**config.mk**
```make
export PLATFORM = sky130hd
export DESIGN_NAME = morse_encoder_param
export DESIGN_NICKNAME = d
export VERILOG_FILES = /design/src/rtl/morse_encoder_param_pkg.sv /design/src/rtl/morse_encoder_param_unit_tick.sv /design/src/rtl/morse_encoder_param.sv
export SDC_FILE = /design/constraint.sdc
export NUM_CORES = 1
export LEC_CHECK = 0
export CORE_MARGIN = 2
export CORE_UTILIZATION = 48
export CTS_BUF_LIST = sky130_fd_sc_hd__clkbuf_8
export CTS_CLUSTER_SIZE = 8
export DETAILED_ROUTE_END_ITERATION = 10
export MAX_ROUTING_LAYER = met4
export PLACE_DENSITY_LB_ADDON = 0.08
export SYNTH_ARGS = -nofsm -noshare
export SYNTH_HDL_FRONTEND = slang
export SYNTH_SLANG_ARGS = --single-unit
```
**constraint.sdc**
```tcl
create_clock -name clk -period 3.3 [get_ports clk]
set_input_delay 0.825 -clock clk [delete_from_list [all_inputs] [get_ports clk]]
set_output_delay 0.825 -clock clk [all_outputs]
set_load 0.01 [all_outputs]
```
**src/rtl/morse_encoder_param_pkg.sv**
```systemverilog
// Shared Morse definitions: FSM state encoding, letter indices and the letter ROM.
package morse_encoder_param_pkg;

    typedef enum logic [2:0] {
        ST_IDLE = 3'd0,
        ST_MARK = 3'd1,
        ST_GAP  = 3'd2,
        ST_TAIL = 3'd3,
        ST_DONE = 3'd4
    } state_t;

    localparam int LTR_A = 0,  LTR_B = 1,  LTR_C = 2,  LTR_D = 3,  LTR_E = 4,  LTR_F = 5;
    localparam int LTR_G = 6,  LTR_H = 7,  LTR_I = 8,  LTR_J = 9,  LTR_K = 10, LTR_L = 11;
    localparam int LTR_M = 12, LTR_N = 13, LTR_O = 14, LTR_P = 15, LTR_Q = 16, LTR_R = 17;
    localparam int LTR_S = 18, LTR_T = 19, LTR_U = 20, LTR_V = 21, LTR_W = 22, LTR_X = 23;
    localparam int LTR_Y = 24, LTR_Z = 25;

    // pat is LSB-first: bit 0 is the first symbol, 1 = dash, 0 = dot
    typedef struct packed {
        logic [2:0] len;
        logic [3:0] pat;
    } code_t;

    function automatic code_t morse_rom(input int unsigned idx);
        code_t c;
        c = '{len: 3'd0, pat: 4'b0000};
        case (idx)
            LTR_A: c = '{len: 3'd2, pat: 4'b0010};
            LTR_B: c = '{len: 3'd4, pat: 4'b0001};
            LTR_C: c = '{len: 3'd4, pat: 4'b0101};
            LTR_D: c = '{len: 3'd3, pat: 4'b0001};
            LTR_E: c = '{len: 3'd1, pat: 4'b0000};
            LTR_F: c = '{len: 3'd4, pat: 4'b0100};
            LTR_G: c = '{len: 3'd3, pat: 4'b0011};
            LTR_H: c = '{len: 3'd4, pat: 4'b0000};
            LTR_I: c = '{len: 3'd2, pat: 4'b0000};
            LTR_J: c = '{len: 3'd4, pat: 4'b1110};
            LTR_K: c = '{len: 3'd3, pat: 4'b0101};
            LTR_L: c = '{len: 3'd4, pat: 4'b0010};
            LTR_M: c = '{len: 3'd2, pat: 4'b0011};
            LTR_N: c = '{len: 3'd2, pat: 4'b0001};
            LTR_O: c = '{len: 3'd3, pat: 4'b0111};
            LTR_P: c = '{len: 3'd4, pat: 4'b0110};
            LTR_Q: c = '{len: 3'd4, pat: 4'b1011};
            LTR_R: c = '{len: 3'd3, pat: 4'b0010};
            LTR_S: c = '{len: 3'd3, pat: 4'b0000};
            LTR_T: c = '{len: 3'd1, pat: 4'b0001};
            LTR_U: c = '{len: 3'd3, pat: 4'b0100};
            LTR_V: c = '{len: 3'd4, pat: 4'b1000};
            LTR_W: c = '{len: 3'd3, pat: 4'b0110};
            LTR_X: c = '{len: 3'd4, pat: 4'b1001};
            LTR_Y: c = '{len: 3'd4, pat: 4'b1101};
            LTR_Z: c = '{len: 3'd4, pat: 4'b0011};
            default: c = '{len: 3'd0, pat: 4'b0000};
        endcase
        return c;
    endfunction

endpackage

```
**src/rtl/morse_encoder_param_unit_tick.sv**
```systemverilog
// Unit-tick divider: pulses tick on the last of every TICK_DIV cycles.
// Latency: tick is combinational from the count register.
// Backpressure: none; clr restarts the interval so each one is an exact multiple of TICK_DIV.
module unit_tick_gen #(
    parameter int TICK_DIV = 25000000
) (
    input  logic clk,
    input  logic reset_n,
    input  logic clr,
    output logic tick
);

    localparam int CNT_W = (TICK_DIV > 1) ? $clog2(TICK_DIV) : 1;

    logic [CNT_W-1:0] cnt;

    assign tick = (cnt == CNT_W'(TICK_DIV - 1));

    always_ff @(posedge clk or negedge reset_n) begin
        if (!reset_n) begin
            cnt <= '0;
        end else if (clr || tick) begin
            cnt <= '0;
        end else begin
            cnt <= cnt + 1'b1;
        end
    end

endmodule

```
**src/rtl/morse_encoder_param.sv**
```systemverilog
// Morse letter encoder: A-Z load drives timed marks/gaps on light_on, then a done pulse.
// Latency: light_on rises the cycle after a load is accepted; err pulses the cycle after a bad load.
// Backpressure: loads are taken only in IDLE; any ld_ltr while busy or done is dropped.
module morse_encoder_param
    import morse_encoder_param_pkg::*;
#(
    parameter int TICK_DIV   = 25000000,
    parameter int DASH_UNITS = 3,
    parameter int GAP_UNITS  = 1,
    parameter int TAIL_UNITS = 3,
    parameter int LTR_W      = 5
) (
    input  logic             clk,
    input  logic             reset_n,
    input  logic             ld_ltr,
    input  logic [LTR_W-1:0] in_ltr,
    output logic             light_on,
    output logic             busy,
    output logic             done,
    output logic             err,
    output logic [2:0]       curr_state
);

    localparam int MAX_DG = (DASH_UNITS > GAP_UNITS) ? DASH_UNITS : GAP_UNITS;
    localparam int MAX_U  = (MAX_DG > TAIL_UNITS) ? MAX_DG : TAIL_UNITS;
    localparam int UNIT_W = $clog2(MAX_U + 1);
    localparam logic [LTR_W-1:0] LAST_LTR = LTR_W'(LTR_Z);

    state_t            state, state_nxt;
    logic [3:0]        shift_pat;
    logic [2:0]        rem_len;
    logic [UNIT_W-1:0] unit_cnt;
    logic [UNIT_W-1:0] ivl_units;
    logic              tick, clr, ivl_end;
    logic              accept, bad_ltr, err_q;
    code_t             code;

    assign code = morse_rom(32'(in_ltr));

    unit_tick_gen #(
        .TICK_DIV (TICK_DIV)
    ) u_tick (
        .clk     (clk),
        .reset_n (reset_n),
        .clr     (clr),
        .tick    (tick)
    );

    always_comb begin
        ivl_units = UNIT_W'(1);
        case (state)
            ST_MARK: ivl_units = shift_pat[0] ? UNIT_W'(DASH_UNITS) : UNIT_W'(1);
            ST_GAP:  ivl_units = UNIT_W'(GAP_UNITS);
            ST_TAIL: ivl_units = UNIT_W'(TAIL_UNITS);
            default: ivl_units = UNIT_W'(1);
        endcase
    end

    assign ivl_end = tick && (unit_cnt == ivl_units - 1'b1);

    always_comb begin
        state_nxt = state;
        accept    = 1'b0;
        bad_ltr   = 1'b0;
        case (state)
            ST_IDLE: begin
                if (ld_ltr) begin
                    if (in_ltr <= LAST_LTR) begin
                        accept    = 1'b1;
                        state_nxt = ST_MARK;
                    end else begin
                        bad_ltr = 1'b1;
                    end
                end
            end
            // rem_len still counts the symbol just finished
            ST_MARK: if (ivl_end) state_nxt = (rem_len > 3'd1) ? ST_GAP : ST_TAIL;
            ST_GAP:  if (ivl_end) state_nxt = ST_MARK;
            ST_TAIL: if (ivl_end) state_nxt = ST_DONE;
            ST_DONE: state_nxt = ST_IDLE;
            default: state_nxt = ST_IDLE;
        endcase
    end

    // every state entry restarts both the tick and unit counters
    assign clr = (state_nxt != state) || (state == ST_IDLE);

    always_ff @(posedge clk or negedge reset_n) begin
        if (!reset_n) begin
            state     <= ST_IDLE;
            shift_pat <= '0;
            rem_len   <= '0;
            unit_cnt  <= '0;
            err_q     <= 1'b0;
        end else begin
            state <= state_nxt;
            err_q <= bad_ltr;
            if (accept) begin
                shift_pat <= code.pat;
                rem_len   <= code.len;
            end else if (state == ST_MARK && ivl_end) begin
                shift_pat <= shift_pat >> 1;
                rem_len   <= rem_len - 1'b1;
            end
            if (clr) begin
                unit_cnt <= '0;
            end else if (tick) begin
                unit_cnt <= unit_cnt + 1'b1;
            end
        end
    end

    assign light_on   = (state == ST_MARK);
    assign busy       = (state == ST_MARK) || (state == ST_GAP) || (state == ST_TAIL);
    assign done       = (state == ST_DONE);
    assign err        = err_q;
    assign curr_state = state;

endmodule
```
==> results of run 1 <==
[area by class of cell]
class | instances | area [µm²]
timing repair buffer | 20 | 180
clock buffer | 6 | 82.6
multi-input combinational | 200 | 1340
tap | 67 | 83.8
fill | 450 | 2070
sequential | 38 | 951
inverter | 11 | 41.3
[power groups by stage]
stage	logic (mW)	registers, mW	clock network [mW]
after floorplan	0.0409	0.475	0
after detailed placement	0.0718	0.474	0
after CTS	0.0721	0.465	0.326
after global placement	0.0721	0.474	0
after global routing	0.0808	0.465	0.343
final	0.0718	0.466	0.313
[flip-flops by register name (all words and copies together) (netlist names)]
name	count
rem_len	3
unit_cnt	2
curr_state	3
err	1
shift_pat	4
u_tick.cnt	25
[critical path: stages]
cell	delay, ns
clkdlybuf4s50_1	0.41
inv_1	0.13
ha_1	0.23
o21ba_2	0.18
o211ai_1	0.28
nand4b_1	0.15
buf_4	0.20
a211oi_1	0.24
a21oi_1	0.07
[cells by family after synthesis]
kind of cell,synth area share [%]
AOI/OAI and AO/OA,11.3
xor gates and xnor gates,9.23
adders and majority gates,4.22
buffers and inverters,3.27
DFF,40.1
muxes,5.75
and+or+nand+nor,26.1
[placed cells by master (no fill, tap or decap), types with 8 or more instances in the layout]
cell type / instances
dfrtp_1: 38
inv_1: 11
xnor2_1: 18
nor3_1: 9
nand3_1: 13
nand2_1: 12
mux2i_1: 8
clkdlybuf4s50_1: 13
nor2_1: 38
ha_1: 8
o21ai_0: 11
[path summary, 6_finish.rpt]
check	start	to	slack [ns]	depth (start not counted)
max in group asynchronous	reset_n	u_tick.cnt[9]$_DFF_PN0_	2.10	1
setup reg to reg	u_tick.cnt[0]$_DFF_PN0_	rem_len[2]$_DFFE_PN0P_	0.96	6
min in group asynchronous	reset_n	u_tick.cnt[1]$_DFF_PN0_	0.66	1
hold / removal	shift_pat[3]$_DFFE_PN0P_	shift_pat[3]$_DFFE_PN0P_	0.51	2
setup / recovery	in_ltr[1]	shift_pat[0]$_DFFE_PN0P_	0.73	9
hold reg to reg	shift_pat[3]$_DFFE_PN0P_	shift_pat[3]$_DFFE_PN0P_	0.51	2
[per-layer routing]
metal / part of all wire (%) / vias to the layer above
met1: 52 / 887
met3: 3.3 / 6
met5: 0 / -
met4: 1.5 / 0
met2: 43 / 32
li1: - / 956
[Yosys cell counts, types with 6 or more instances]
library cell,number
dfrtp_1,38
nor2_1,38
xnor2_1,18
nand3_1,13
nand2_1,12
inv_1,11
o21ai_0,11
nor3_1,9
ha_1,8
mux2i_1,8
clkbuf_1,7
nand4_1,7
nor4_1,7
xor2_1,7
a21oi_1,6
a31oi_1,6
[metrics by stage]
step	power [mW]	std cells
after detailed placement	0.546	336
after global routing	0.889	342
after global placement	0.547	336
after floorplan	0.515	258
after CTS	0.863	342
final	0.850	342
==> results.py, run 1 <==
metrics = {
    "outcome": {
        "outcome": "finished clean",
    },
    "routing": {
        "wirelength_mm": 4.93,
        "firstDrtPassIters": 4,
        "vias_per_cell": 5.50,
        "wl_per_cell_um": 14.4,
        "drtIter0Drc": 136,
        "num_vias": 1881,
        "detail-route-antenna-nets": 0,
        "remaining_drc_errors": 0,
    },
    "yosys": {
        "synth_top_area_share_pct": 40.1,
        "yosysTopAreaCell": "dfrtp_1",
        "ys_warn_count": 0,
        "synth-seq-cells": 38,
        "syn_nets": 274,
        "postSynthAreaPerCell_um2": 9.19,
        "syn_area_mm2": 0.00237,
        "synthArstFlopShare_pct": 100,
        "synth_edf_count": 0,
        "synth.distinct_cells": 49,
        "synth_flop_cell": "dfrtp_1",
        "postSynthCellCount": 258,
        "synth.area.top_cells": "dfrtp_1 40%, xnor2_1 6.6%, nor2_1 6.0%",
        "ys_seq_area_share_pct": 40.1,
    },
    "power_and_ir_drop": {
        "p_seq_share_pct": 54.8,
        "p_switching_uw": 193,
        "vdd_drop_max_mv": 0.134,
        "p_leak_nw": 1.11,
        "clockPowerShare_pct": 36.8,
        "pwr-share-comb_pct": 8.5,
        "pwr_density_cell_mw_per_mm2": 317,
        "switching_share_pct": 22.7,
        "p_int_uw": 657,
    },
    "placement": {
        "gp_congestion": 0.834,
        "portBuffers": 14,
        "placed_area_mm2": 0.00260,
        "dpl_worst_slack_ns": 0.466,
        "hpwl_mm": 3.47,
    },
    "timing": {
        "period_share_pct": 78.0,
        "final.setup.tns_ns": 0,
        "fin_skew_ns": 0.0103,
        "slew_viol_final": 0,
        "setup_viol": 0,
        "timing.fmax_ghz": 0.388,
        "fin_ws_ns": 0.726,
        "slew_headroom_pct": 41.8,
        "worst_pin_slew_ns": 0.873,
        "hold_viol": 0,
        "finalCriticalPeriod_ns": 2.57,
        "whs_ns": 0.513,
        "rsz0062_at_grt": "false",
    },
    "floorplan": {
        "die-area_mm2": 0.00552,
        "ioPinCount": 15,
        "die_y_um": 74.3,
        "die_x_um": 74.3,
        "fp-row-count": 25,
        "core_mm2": 0.00475,
        "start_util_pct": 49.9,
    },
    "cells_and_area": {
        "area_growth_pct": 13.1,
        "antennaDiodeCount": 0,
        "drive_above_1_share_pct": 10.2,
        "fin_area_mm2": 0.00268,
        "final_nets": 292,
        "postLayoutCoreUtil_pct": 56.4,
    },
    "grt": {
        "grt.overflow.total": 0,
        "antenna_found_initial": 0,
        "met3_usage_pct": 4.47,
        "grt_pass1_wl_mm": 8.42,
        "busiest_layer": "met1",
        "gr-usage-all-layers_pct": 20.6,
        "grt_max_degree": 39,
        "met1_usage_pct": 30.3,
        "use_met2_pct": 28.4,
        "first_global_vias": 1744,
    },
    "clock_network": {
        "cts_tree": "built",
        "clk_latency_ns": 0.29,
        "postCtsResizedCells": 0,
        "cts.htree.levels": 2,
        "cts_buffer_depth": 2,
        "numCtsBuffers": 5,
        "cts-root-buf": "clkbuf_8",
        "postCtsSetupBuffers": 0,
        "postCtsHoldBufs": 0,
        "cts_num_sinks": 38,
        "clk_pin_slew_worst_paths_ns": 0.07,
    },
    "critical_path": {
        "critPathKind": "in -> reg",
        "critPathLaunchType": "primary input",
        "crit_path_end_kind": "flip-flop",
        "path_max_fanout": 11,
        "critPathRequiredTime_ns": 3.46,
        "cp.arrival_ns": 2.73,
    },
    "worst_hold_path": {
        "hold_path_class": "reg -> reg",
    },
    "run": {
        "cap_violations": 0,
    },
}
No activity file was read; power rests on OpenSTA's default activity.
==> run 2: changes to the inputs <==
clock period = 2.2 ns   (was 3.3 ns; I/O delays follow)
==> results.py, run 2 (synthesized netlist as in run 1, its figures left out) <==
metrics = {
    "outcome": {
        "outcome": "finished clean",
    },
    "cells_and_area": {
        "final_cell_count_no_fill": 369,
        "antennaDiodeCount": 0,
        "n_fill_cell": 411,
        "regMostFlops": "u_tick.cnt",
        "multi_input_area_mm2": 0.00136,
        "final_nets": 317,
        "area_growth_pct": 25.9,
        "seq_area_um2": 955,
        "drive_above_1_share_pct": 20.5,
        "layout_common_cells": "35 x nor2_1, 35 x dfrtp_1, 29 x buf_4",
        "largest_registers": "u_tick.cnt: 25 flops, shift_pat: 4 flops",
        "largest_register_ffs": 25,
    },
    "grt": {
        "grt.overflow.total": 0,
        "gr-usage-all-layers_pct": 21.5,
        "antenna_found_initial": 0,
        "first_global_vias": 1891,
        "grt_pass1_wl_mm": 8.83,
        "grt_max_degree": 25,
    },
    "timing": {
        "period_share_pct": 95.8,
        "whs_ns": 0.199,
        "timing.fmax_ghz": 0.474,
        "slew_headroom_pct": 63.8,
        "finalCriticalPeriod_ns": 2.11,
        "worst_pin_slew_ns": 0.538,
        "final.setup.tns_ns": 0,
        "hold_viol": 0,
        "setup_viol": 0,
        "slew_viol_final": 0,
        "fin_skew_ns": 0.0115,
    },
    "clock_network": {
        "cts-root-buf": "clkbuf_8",
        "cts.htree.levels": 2,
        "cts_buffer_depth": 2,
        "cts_tree": "built",
        "numCtsBuffers": 5,
        "cts_num_sinks": 38,
        "postCtsHoldBufs": 0,
        "clk_latency_ns": 0.29,
        "clk_pin_slew_worst_paths_ns": 0.08,
    },
    "critical_path": {
        "max_stage_delay_ns": 0.53,
        "r2r_cells": 5,
        "cp.arrival_ns": 1.56,
        "cp_cell_sequence": "nor2_4 > and2_1 > clkdlybuf4s50_1",
        "critPathRequiredTime_ns": 1.65,
        "cpLargestDelayFamily": "buffers and inverters",
        "critPathKind": "reg -> out",
        "crit_path_end_kind": "output port",
        "critPathLaunchType": "flip-flop",
        "cp.depth": 3,
        "path_max_fanout": 6,
        "crit_buf_inv": 1,
        "slowest_stage": "clkdlybuf4s50_1",
    },
    "power_and_ir_drop": {
        "power.total_mw": 1.55,
        "pwr_density_cell_mw_per_mm2": 518,
        "pwr-share-comb_pct": 8.2,
        "switching_share_pct": 19.7,
        "p_seq_share_pct": 45.1,
        "p_leak_nw": 1.28,
        "p_int_mw": 1.24,
        "p_switching_uw": 305,
        "clockPowerShare_pct": 46.7,
        "vdd_drop_max_mv": 0.251,
    },
    "routing": {
        "num_vias": 1995,
        "drtIter0Drc": 103,
        "vias_per_cell": 5.41,
        "remaining_drc_errors": 0,
        "detail-route-antenna-nets": 0,
        "wl_per_cell_um": 13.5,
        "wirelength_mm": 4.99,
        "firstDrtPassIters": 4,
    },
    "worst_hold_path": {
        "hold_path_class": "in -> async",
    },
    "placement": {
        "hpwl_mm": 3.85,
        "placed_cells": 360,
        "gp_congestion": 0.845,
        "portBuffers": 14,
    },
    "floorplan": {
        "core_mm2": 0.00475,
        "start_util_pct": 49.9,
        "ioPinCount": 15,
        "die_y_um": 74.3,
        "die-area_mm2": 0.00552,
        "die_x_um": 74.3,
        "fp-row-count": 25,
    },
    "run": {
        "cap_violations": 0,
    },
}
-- run 2: changes by cell type in the layout (fill, tap and decap cells not counted), sizes merged --
cell	previous run	this run
dlymetal6s2s	0	2
bufinv	0	2
clkdlybuf4s50	13	11
buf	7	32
-- run 2: power by group through the flow --
stage	Sequential [mW]	Combinational [mW]	Clock (mW)
2_1_floorplan	0.712	0.0613	0
3_5_place_dp	0.712	0.126	0
4_1_cts	0.698	0.126	0.737
3_3_place_gp	0.712	0.125	0
6_report	0.698	0.126	0.722
5_1_grt	0.698	0.143	0.768
-- run 2: routing by layer --
metal / vias up / global-route usage [%] / wire, µm
met2: 30 / 32.2 / 2250
met1: 951 / 30.0 / 2540
met5: - / - / 0
met4: 0 / 5.36 / 56
li1: 1007 / - / -
met3: 7 / 4.47 / 147
-- run 2: area by class of cell --
class	instances	area share, %
timing repair buffer	45	13.3
inverter	11	1.38
clock inverter	2	2.01
clock buffer	6	2.77
multi-input combinational	200	45.7
tap	67	2.81
sequential	38	32.0
-- run 2: repair_timing --
| item | CTS | global route |
|---|---|---|
| setup buffers | 0 | 1 |
| gates resized for setup | 2 | 9 |
| pin swaps | 0 | 2 |
| hold endpoints to repair | 0 | 0 |
| setup endpoints to repair | 1 | 7 |
-- run 2: worst paths after layout --
kind	endpoint	from	slack, ns
hold reg to reg	unit_cnt[0]$_DFFE_PN0P_	curr_state[2]$_DFF_PN0_	0.52
setup / recovery	done	curr_state[1]$_DFF_PN0_	0.09
min in group clk	unit_cnt[0]$_DFFE_PN0P_	curr_state[2]$_DFF_PN0_	0.52
max in group asynchronous	curr_state[2]$_DFF_PN0_	reset_n	1.54
setup reg to reg	curr_state[0]$_DFF_PN0_	u_tick.cnt[7]$_DFF_PN0_	0.14
hold / removal	u_tick.cnt[6]$_DFF_PN0_	reset_n	0.20
-- run 2: through the flow --
step | util, % | worst slack, ns | instance area [µm²]
6_report | 62.8 | 0.0921 | 2980
3_5_place_dp | 59.0 | -0.267 | 2800
3_3_place_gp | 59.0 | -0.204 | 2800
4_1_cts | 62.1 | 0.0171 | 2950
5_1_grt | 62.8 | -0.00704 | 2980
2_1_floorplan | - | 0.201 | 2370
